[src/rtl/ram_bist_initiator.sv]
// ram_bist_initiator: four-phase march test (write P, read P, write ~P,
// read ~P descending) driving a single-port RAM with one-cycle read latency.
// Reports pass/fail with the first failing address and the data read there.
// Optional build macro BIST_ERR_COUNT_EN: never abort, count all mismatches
// in a saturating err_count output instead.
module ram_bist_initiator #(
  parameter int                WIDTH   = 8,
  parameter int                DEPTH   = 4,
  parameter logic [WIDTH-1:0]  PATTERN = WIDTH'(8'hA5)
) (
  input  logic             clk,
  input  logic             rst,
  input  logic             start,
  output logic             busy,
  output logic             done,
  output logic             pass,
  output logic [DEPTH-1:0] fail_addr,
  output logic [WIDTH-1:0] fail_data,
`ifdef BIST_ERR_COUNT_EN
  output logic [DEPTH+1:0] err_count,
`endif
  output logic [DEPTH-1:0] mem_addr,
  output logic [WIDTH-1:0] mem_wdata,
  output logic             mem_wr_en,
  output logic             mem_rd_en,
  input  logic [WIDTH-1:0] mem_rdata
);

  localparam logic [DEPTH-1:0] LAST  = '1;
  localparam logic [WIDTH-1:0] PAT_N = ~PATTERN;

  typedef enum logic [2:0] {IDLE, WR0, RD0, WR1, RD1, DRAIN, DONE} state_t;

  state_t           state, state_n;
  logic             busy_n, done_n, pass_n, wr_n, rd_n;
  logic [DEPTH-1:0] addr_n, fail_addr_n;
  logic [WIDTH-1:0] wdata_n, fail_data_n;
  logic             fail_seen, fail_seen_n;
  logic             start_ok, mismatch, first, abort, last_addr;

  // Compare pipeline: read tag issued in cycle n, checked in cycle n+1
  logic             vld_p1;
  logic [DEPTH-1:0] addr_p1;
  logic [WIDTH-1:0] exp_p1;

`ifdef BIST_ERR_COUNT_EN
  logic [DEPTH+1:0] err_count_n;

  function automatic logic [DEPTH+1:0] sat_inc(input logic [DEPTH+1:0] v);
    return (v == '1) ? v : v + (DEPTH+2)'(1);
  endfunction
`endif

  // Next-state, next-output and result-field logic
  always_comb begin
    start_ok  = start && (state == IDLE || state == DONE);
    mismatch  = vld_p1 && (mem_rdata != exp_p1);
    first     = mismatch && !fail_seen;
`ifdef BIST_ERR_COUNT_EN
    abort     = 1'b0;
`else
    abort     = mismatch;
`endif
    last_addr = (state == RD1) ? (mem_addr == '0) : (mem_addr == LAST);

    state_n = state;
    case (state)
      IDLE, DONE: if (start_ok)  state_n = WR0;
      WR0:        if (last_addr) state_n = RD0;
      RD0:        if (last_addr) state_n = WR1;
      WR1:        if (last_addr) state_n = RD1;
      RD1:        if (last_addr) state_n = DRAIN;
      DRAIN:                     state_n = DONE;
      default:                   state_n = IDLE;
    endcase
    if (abort) state_n = DONE;

    addr_n = '0;
    case (state_n)
      WR0, RD0, WR1: addr_n = (state_n == state) ? mem_addr + DEPTH'(1) : '0;
      RD1:           addr_n = (state_n == state) ? mem_addr - DEPTH'(1) : LAST;
      default:       addr_n = '0;
    endcase

    wr_n    = (state_n == WR0) || (state_n == WR1);
    rd_n    = (state_n == RD0) || (state_n == RD1);
    wdata_n = (state_n == WR0) ? PATTERN : (state_n == WR1) ? PAT_N : '0;
    busy_n  = !(state_n == IDLE || state_n == DONE);
    done_n  = (state_n == DONE);

    fail_seen_n = start_ok ? 1'b0 : (fail_seen | mismatch);
    fail_addr_n = start_ok ? '0 : (first ? addr_p1   : fail_addr);
    fail_data_n = start_ok ? '0 : (first ? mem_rdata : fail_data);
    pass_n      = done_n && !fail_seen_n;
`ifdef BIST_ERR_COUNT_EN
    err_count_n = start_ok ? '0 : (mismatch ? sat_inc(err_count) : err_count);
`endif
  end

  // State and all registered outputs; reset clears them asynchronously
  always_ff @(posedge clk or posedge rst) begin
    if (rst) begin
      state     <= IDLE;
      busy      <= 1'b0;
      done      <= 1'b0;
      pass      <= 1'b0;
      fail_addr <= '0;
      fail_data <= '0;
      mem_addr  <= '0;
      mem_wdata <= '0;
      mem_wr_en <= 1'b0;
      mem_rd_en <= 1'b0;
      fail_seen <= 1'b0;
      vld_p1    <= 1'b0;
`ifdef BIST_ERR_COUNT_EN
      err_count <= '0;
`endif
    end else begin
      state     <= state_n;
      busy      <= busy_n;
      done      <= done_n;
      pass      <= pass_n;
      fail_addr <= fail_addr_n;
      fail_data <= fail_data_n;
      mem_addr  <= addr_n;
      mem_wdata <= wdata_n;
      mem_wr_en <= wr_n;
      mem_rd_en <= rd_n;
      fail_seen <= fail_seen_n;
      vld_p1    <= mem_rd_en && !abort;
`ifdef BIST_ERR_COUNT_EN
      err_count <= err_count_n;
`endif
    end
  end

  // Address and expected data of the read issued this cycle, used next cycle
  always_ff @(posedge clk) begin
    addr_p1 <= mem_addr;
    exp_p1  <= (state == RD1) ? PAT_N : PATTERN;
  end

endmodule

[config.mk]
export PLATFORM = sky130hd
export DESIGN_NAME = ram_bist_initiator
export DESIGN_NICKNAME = d
export VERILOG_FILES = /design/src/rtl/ram_bist_initiator.sv
export SDC_FILE = /design/constraint.sdc
export NUM_CORES = 1
export LEC_CHECK = 0
export BUFFER_PORTS_ARGS = -buffer_cell sky130_fd_sc_hd__clkbuf_2
export CAP_MARGIN = 20
export CORE_MARGIN = 1
export CORE_UTILIZATION = 55
export CTS_CLUSTER_SIZE = 40
export DETAILED_ROUTE_END_ITERATION = 8
export HOLD_SLACK_MARGIN = 0.1
export PLACE_DENSITY_LB_ADDON = 0.1
export SLEW_MARGIN = 10
export SYNTH_ARGS = -nofsm -noshare
export SYNTH_HDL_FRONTEND = slang
export SYNTH_SLANG_ARGS = --single-unit
export TNS_END_PERCENT = 50
[constraint.sdc]
create_clock -name clk -period 3.95 [get_ports clk]
set_input_delay 1.185 -clock clk [delete_from_list [all_inputs] [get_ports clk]]
set_output_delay 1.185 -clock clk [all_outputs]
set_load 0.05 [all_outputs]
==> qor.yml, run 1 <==
status:
  status: "completed"
setup_path:
  worst_setup_path_startpoint: "mem_rdata[0]"
  timing.critical_path.arrival_ns: 2.95
  worst_ep_required_time_ns: 4.20
  setup.worst_path.end_class: "flip-flop"
  critical_path.startpoint_type: "primary input"
  critical_path.reg2reg.startpoint: "mem_addr[0]$_DFF_PP0_"
  rrSetupSlack_ns: 1.69
  critical_path_class: "primary input to flip-flop"
  worstSetupEndpoint: "mem_addr[2]$_DFF_PP0_"
  critical_path_peak_fanout: 13
  critPathMaxStageDelay_ns: 0.49
  critical-path-slowest-cell: "sky130_fd_sc_hd__o21ai_2"
  reg2regPathDepth: 8
  critical_path.cell_chain: "clkbuf_2 -> nor4_1 -> mux2i_1 -> o21ai_2 -> o211ai_1 -> o22a_1 -> o221ai_1"
  reg2reg_to: "mem_addr[3]$_DFF_PP0_"
yosys:
  number_of_flops_mapped_to_enable_cells_by_yosys: 0
  netlist-cell-type-count: 43
  synth_fp_nets: 153
  post_synthesis_cell_type_with_the_largest_combined_area: "sky130_fd_sc_hd__dfrtp_1"
  synthesis.instances: 140
  synth_area_leaders: "sky130_fd_sc_hd__dfrtp_1, sky130_fd_sc_hd__dfxtp_1, sky130_fd_sc_hd__a22o_1"
  syn_std_cell_area_um2: 1554
  async_reset_ff_share_pct: 82.35
  synthDominantCellAreaShare_pct: 45.09
  synth_sequential_area_ratio_pct: 52.82
  syn-mean-instance-area_um2: 11.10
  synthesis.yosys.warnings: 0
  synth.ff_latch_count: 34
  postSynth.topFlopCell: "sky130_fd_sc_hd__dfrtp_1"
floorplanning:
  initial_core_util_pct: 60.53
  floorplan.die.width_um: 55.16
  dieHeight_um: 55.16
  number_of_placement_rows: 18
  core-area_um2: 2567
  ios: 40
  area_of_the_die_um2: 3042
clocking:
  cts_setup_buffers: 0
  worst_skew_pair_later_pin_latency_ns: 0.33
  cts.sink_count: 34
  max-clock-path-buffers: 2
  number_of_cells_upsized_or_downsized_after_cts: 0
  clock_transition_at_the_registers_of_the_reported_paths_ns: 0.10
  cts-buffers-inserted: 5
  tritoncts: "done"
  cts-hold-fix-buffers: 0
  ctsHtreeMaxLevel: 2
  clk_root_buffer_cell: "sky130_fd_sc_hd__clkbuf_4"
sta:
  finClkSkew_ns: 0.009159
  grt_setup_unrepaired: "false"
  relSlewSlack_pct: 41.48
  setup_viol: 0
  finalCritPeriodShare_pct: 68.42
  fin_tns_setup_ns: 0
  maxClockFrequency_mhz: 370.0
  worst_slew_pin_slew_ns: 0.8778
  maxSlewViolCount: 0
  final_hold_viol_count: 0
  fin_crit_ns: 2.703
global_route:
  grt_overflow_total: 0
  first_global_vias: 999
  grtUsageTotal_pct: 21.82
  grt_start_max_net_pins: 29
  antenna_violations_before_repair: 0
  global_route_wire_length_before_repair_mm: 4.505
drt:
  wl_per_cell_um: 13.85
  viasPerCell: 5.830
  drt.antenna.violating_nets: 0
  first_pass_iters: 4
  detailroute.via_count: 1201
  routed_wirelength_mm: 2.854
  drc: 0
  first_iter_violations: 13
finish:
  n_antenna_cell: 0
  post_route_cells_drive_above_1_share_pct: 31.82
  area.growth.synth_to_final_pct: 14.81
  layout.nets: 188
  fillers: 211
  final_cells: 206
worst_hold_path:
  worst_hold_startpoint: "addr_p1[2]$_DFF_P_"
  hold_path_class: "flip-flop to flip-flop"
job:
  maxCapViolations: 0
placement:
  hpwl_reported_at_the_end_of_detailed_placement_mm: 2.037
  weighted_congestion_at_the_end_of_routability_driven_global_placement: 0.8778
  dp_cell_count: 197
  number_of_buffer_cells_added_on_primary_ports: 39
## cell type report
type,count,area (µm²),area share [%]
clock inverter,2,12.51,0.7013
multi-input combinational,85,614.3,34.43
timing repair buffer,41,217.7,12.20
clock buffer,6,51.30,2.875
inverter,8,30.03,1.683
sequential,34,820.8,46.00
tap,30,37.54,2.104
## registers in the layout, indices dropped and copies added (netlist names)
register	flops
mem_wdata	2
vld_p1	1
mem_addr	4
state	3
fail_seen	1
fail_data	8
busy	1
mem_wr_en	1
mem_rd_en	1
fail_addr	4
exp_p1	2
done	1
addr_p1	4
pass	1
## worst min path at each step
stage | cells after the start | to | slack [ns]
3_3_place_gp | 1 | fail_addr[2]$_DFFE_PP0P_ | 0.43
4_1_cts | 1 | fail_addr[2]$_DFFE_PP0P_ | 0.46
3_5_place_dp | 1 | fail_addr[2]$_DFFE_PP0P_ | 0.43
6_report | 1 | fail_addr[2]$_DFFE_PP0P_ | 0.45
5_1_grt | 1 | fail_addr[1]$_DFFE_PP0P_ | 0.48
2_1_floorplan | 1 | fail_addr[0]$_DFFE_PP0P_ | 0.43
## per-stage QoR
| stage | util, % | cell area [µm²] | hold WS, ns | setup WS, ns |
|---|---|---|---|---|
| after floorplan | - | 1554 | 0.4266 | 1.465 |
| after global placement | 66.13 | 1698 | 0.4284 | 0.7943 |
| after detailed placement | 66.42 | 1705 | 0.4329 | 0.8931 |
| after CTS | 68.91 | 1769 | 0.4569 | 1.233 |
| after global routing | 69.49 | 1784 | 0.4798 | 1.093 |
| final | 69.49 | 1784 | 0.4537 | 1.247 |
## cells by family (layout without fill, tap and decap cells)
group / count (synthesis) / in the layout / synth area share [%]
AND/OR/NAND/NOR: 36 / 36 / 13.77
AO/OA/AOI/OAI: 44 / 44 / 22.30
XOR/XNOR: 1 / 1 / 0.5637
multiplexers: 2 / 2 / 1.288
flip-flops: 34 / 34 / 52.82
adder cells (fa/ha/maj): 2 / 2 / 1.610
buffers and inverters: 21 / 57 / 7.649
## per-layer routing
metal  GRT usage [%]  wire (µm)
met1           27.78       1324
met4           11.25         51
met5               0          0
met3           5.738        149
met2           33.94       1329
## cells in the final DEF (no fill, tap or decap), types with 2 or more instances in the layout
cell type,Yosys,routed
sky130_fd_sc_hd__clkbuf_2,0,39
sky130_fd_sc_hd__dfrtp_1,28,28
sky130_fd_sc_hd__a22o_1,12,12
sky130_fd_sc_hd__inv_1,8,8
sky130_fd_sc_hd__a21oi_1,8,8
sky130_fd_sc_hd__nand2_1,7,7
sky130_fd_sc_hd__dfxtp_1,6,6
sky130_fd_sc_hd__nor3_1,5,5
sky130_fd_sc_hd__o21ai_0,5,5
sky130_fd_sc_hd__clkbuf_4,0,5
sky130_fd_sc_hd__nor4_1,4,4
sky130_fd_sc_hd__nor2_1,4,4
sky130_fd_sc_hd__nor2b_1,4,4
sky130_fd_sc_hd__and4_1,2,2
sky130_fd_sc_hd__mux2i_1,2,2
sky130_fd_sc_hd__o21a_1,2,2
sky130_fd_sc_hd__nor2b_2,2,2
sky130_fd_sc_hd__a31oi_1,2,2
sky130_fd_sc_hd__nand3_1,2,2
sky130_fd_sc_hd__o221ai_1,2,2
sky130_fd_sc_hd__ha_1,2,2
## synthesized netlist by cell type (2+ instances only)
cell                       number
sky130_fd_sc_hd__and4_1         2
sky130_fd_sc_hd__buf_4          6
sky130_fd_sc_hd__nor4_1         4
sky130_fd_sc_hd__buf_2          2
sky130_fd_sc_hd__inv_1          8
sky130_fd_sc_hd__mux2i_1        2
sky130_fd_sc_hd__dfxtp_1        6
sky130_fd_sc_hd__nor2b_1        4
sky130_fd_sc_hd__nand3_1        2
sky130_fd_sc_hd__nor3_1         5
sky130_fd_sc_hd__nor2b_2        2
sky130_fd_sc_hd__nor2_1         4
sky130_fd_sc_hd__a21oi_1        8
sky130_fd_sc_hd__a31oi_1        2
sky130_fd_sc_hd__a22o_1        12
sky130_fd_sc_hd__o21ai_0        5
sky130_fd_sc_hd__ha_1           2
sky130_fd_sc_hd__nand2_1        7
sky130_fd_sc_hd__buf_6          2
sky130_fd_sc_hd__o21a_1         2
sky130_fd_sc_hd__o221ai_1       2
sky130_fd_sc_hd__clkbuf_1       3
sky130_fd_sc_hd__dfrtp_1       28
## critical path: cells and delay by family
family	cells	cell delay, ns
AND/OR/NAND/NOR	1	0.24
multiplexers	1	0.15
AO/OA/AOI/OAI	4	1.28
buffers and inverters	1	0.10
Power of run 1 is left out: the tool's default activity adds up to more than one toggle a clock period on the data nets, which glitch-free logic cannot reach.
==> run 2: changes to the inputs <==
Settings changed: ABC_AREA set to 1, CORE_UTILIZATION 55 to 53.
Clock period 3.95 ns to 2.75 ns, I/O delays scaled along.
==> qor.yml, run 2 <==
finish:
  multi_input_logic_area_um2: 749.5  # +22%
  top_register: "fail_data"
  largest_register_ffs: 8  # unchanged
  n_antenna_cell: 0  # unchanged
  area.growth.synth_to_final_pct: 13.99
  fillers: 268  # +27%
  post-route-cell-area_um2: 2028  # +14%
  final_cell_mix: "sky130_fd_sc_hd__clkbuf_2, sky130_fd_sc_hd__nand2_1, sky130_fd_sc_hd__inv_1, sky130_fd_sc_hd__dfrtp_1, sky130_fd_sc_hd__nand3_1"
  area.sequential_um2: 820.8  # unchanged
  layout.nets: 252  # +34%
  most_common_library_cell_in_the_layout_ignoring_fill_and_taps: "sky130_fd_sc_hd__clkbuf_2"
  post_route_cells_drive_above_1_share_pct: 32.08  # +0.27 points
yosys:
  synth_area_leaders: "sky130_fd_sc_hd__dfrtp_1, sky130_fd_sc_hd__nand2_1, sky130_fd_sc_hd__dfxtp_1"
  synthesis.yosys.warnings: 0  # unchanged
  post_synthesis_cell_type_with_the_largest_combined_area: "sky130_fd_sc_hd__dfrtp_1"
  syn-mean-instance-area_um2: 8.852  # -20%
  synth_fp_nets: 214  # +40%
  synthDominantCellAreaShare_pct: 39.38  # -5.7 points
  syn_std_cell_area_um2: 1779  # +14%
  synth_sequential_area_ratio_pct: 46.13  # -6.7 points
  netlist_top_cells_count: "sky130_fd_sc_hd__nand2_1, sky130_fd_sc_hd__inv_1, sky130_fd_sc_hd__dfrtp_1"
  number_of_flops_mapped_to_enable_cells_by_yosys: 0  # unchanged
  async_reset_ff_share_pct: 82.35  # unchanged
  postSynth.topFlopCell: "sky130_fd_sc_hd__dfrtp_1"
  synthesis.instances: 201  # +44%
  synth.ff_latch_count: 34  # unchanged
  netlist-cell-type-count: 34  # -21%
  synth.most_common_cell: "sky130_fd_sc_hd__nand2_1"
floorplanning:
  dieHeight_um: 59.94  # +8.7%
  floorplan.die.width_um: 59.94  # +8.7%
  ios: 40  # unchanged
  number_of_placement_rows: 20  # +2
  core-area_um2: 3128  # +22%
  area_of_the_die_um2: 3593  # +18%
  initial_core_util_pct: 56.88  # -3.6 points
setup_path:
  timing.critical_path.arrival_ns: 2.26  # -0.69 ns
  worst_ep_required_time_ns: 2.99  # -1.21 ns
  setup.worst_path.end_class: "flip-flop"
  critical_path.startpoint_type: "flip-flop"
  critical_path_peak_fanout: 8  # -5
  critical_path_class: "flip-flop to flip-flop"
clocking:
  clock_transition_at_the_registers_of_the_reported_paths_ns: 0.11  # about the same
  clk_root_buffer_cell: "sky130_fd_sc_hd__clkbuf_4"
  worst_skew_pair_later_pin_latency_ns: 0.34  # about the same
  max-clock-path-buffers: 2  # unchanged
  ctsHtreeMaxLevel: 2  # unchanged
  number_of_cells_upsized_or_downsized_after_cts: 0  # unchanged
  cts-buffers-inserted: 5  # unchanged
  cts.sink_count: 34  # unchanged
  cts_setup_buffers: 0  # unchanged
  cts-hold-fix-buffers: 0  # unchanged
  tritoncts: "done"
sta:
  grt_setup_unrepaired: "false"
  setup_viol: 0  # unchanged
  fin_crit_ns: 2.023
  finalCritPeriodShare_pct: 73.58
  final.hold.worst_slack_ns: 0.4677  # +0.01403 ns
  maxSlewViolCount: 0  # unchanged
  maxClockFrequency_mhz: 494.2
  relSlewSlack_pct: 60.02  # +19 points
  fin_tns_setup_ns: 0  # unchanged
  setup_slack_ns: 0.7265  # -0.5209 ns
  final_hold_viol_count: 0  # unchanged
  worst_slew_pin_slew_ns: 0.5996  # -0.2782 ns
  finClkSkew_ns: 0.01740  # +0.008241 ns
global_route:
  antenna_violations_before_repair: 0  # unchanged
  grtUsageTotal_pct: 21.18  # -0.63 points
  first_global_vias: 1273  # +27%
  grt_start_max_net_pins: 29  # unchanged
  global_route_wire_length_before_repair_mm: 5.547  # +23%
  grt_overflow_total: 0  # unchanged
drt:
  detailroute.via_count: 1417  # +18%
  routed_wirelength_mm: 3.421  # +20%
  first_iter_violations: 83  # +70
  drt.antenna.violating_nets: 0  # unchanged
  first_pass_iters: 4  # unchanged
  drc: 0  # unchanged
  wl_per_cell_um: 12.05  # -13%
  viasPerCell: 4.989  # -14%
placement:
  number_of_buffer_cells_added_on_primary_ports: 39  # unchanged
  post-place-ws_ns: 0.4729  # -0.4203 ns
  hpwl_reported_at_the_end_of_detailed_placement_mm: 2.597  # +27%
  weighted_congestion_at_the_end_of_routability_driven_global_placement: 0.9226  # +5.1%
  place_area_um2: 1968  # +15%
status:
  status: "completed"
worst_hold_path:
  hold_path_class: "flip-flop to flip-flop"
job:
  maxCapViolations: 0  # unchanged
## run 2: routing by layer
metal / up-vias / GRT usage, % / routed length (µm)
li1: 714 / - / -
met1: 646 / 27.03 / 1543
met2: 49 / 33.81 / 1649
met3: 8 / 5.628 / 167
met4: 0 / 8.970 / 61
met5: - / 0 / 0
## run 2: path summary, 6_finish.rpt
path                                        from                       end  slack [ns]  depth (start not counted)
max                        mem_addr[0]$_DFF_PP0_     mem_addr[1]$_DFF_PP0_        0.73                         13
min                        mem_addr[1]$_DFF_PP0_        addr_p1[1]$_DFF_P_        0.47                          0
max reg2reg                mem_addr[0]$_DFF_PP0_     mem_addr[1]$_DFF_PP0_        0.73                         13
min reg2reg                mem_addr[1]$_DFF_PP0_        addr_p1[1]$_DFF_P_        0.47                          0
max in group asynchronous                    rst            busy$_DFF_PP0_        1.96                          3
min in group asynchronous                    rst  fail_data[7]$_DFFE_PP0P_        0.51                          3
## run 2: critical path, cell delays in order, from the launching register on
cell,delay [ns]
sky130_fd_sc_hd__dfrtp_1,0.47
sky130_fd_sc_hd__inv_1,0.14
sky130_fd_sc_hd__ha_1,0.22
sky130_fd_sc_hd__nand2_1,0.07
sky130_fd_sc_hd__nor2_1,0.08
sky130_fd_sc_hd__nand2_1,0.09
sky130_fd_sc_hd__nand3_1,0.10
sky130_fd_sc_hd__nand3_1,0.08
sky130_fd_sc_hd__nor2_1,0.21
sky130_fd_sc_hd__nand2_1,0.13
sky130_fd_sc_hd__nand2_4,0.13
sky130_fd_sc_hd__nand3_1,0.09
sky130_fd_sc_hd__nand2_1,0.07
sky130_fd_sc_hd__nand2_1,0.05
## run 2: through the flow
step,instances,util (%)
floorplan,201,-
detailed placement,276,62.92
CTS,284,64.84
finish,284,64.84
global route,284,64.84
global placement,276,62.92
## run 2: area by class of cell
| type | instances | share of cell area (%) |
|---|---|---|
| clock buffer | 7 | 2.714 |
| clock inverter | 1 | 0.2468 |
| inverter | 36 | 6.909 |
| multi-input combinational | 122 | 36.95 |
| sequential | 34 | 40.47 |
| tap | 44 | 2.714 |
| timing repair buffer | 40 | 9.994 |
## run 2: cell families after synthesis
family,count (synthesis),synth area share [%]
and+or+nand+nor,95,30.52
buffers and inverters,45,11.74
DFF,34,46.13
AOI/OAI and AO/OA,21,8.229
xor gates and xnor gates,4,1.969
adders and majority gates,2,1.406
Power of run 2 is left out for the same reason.
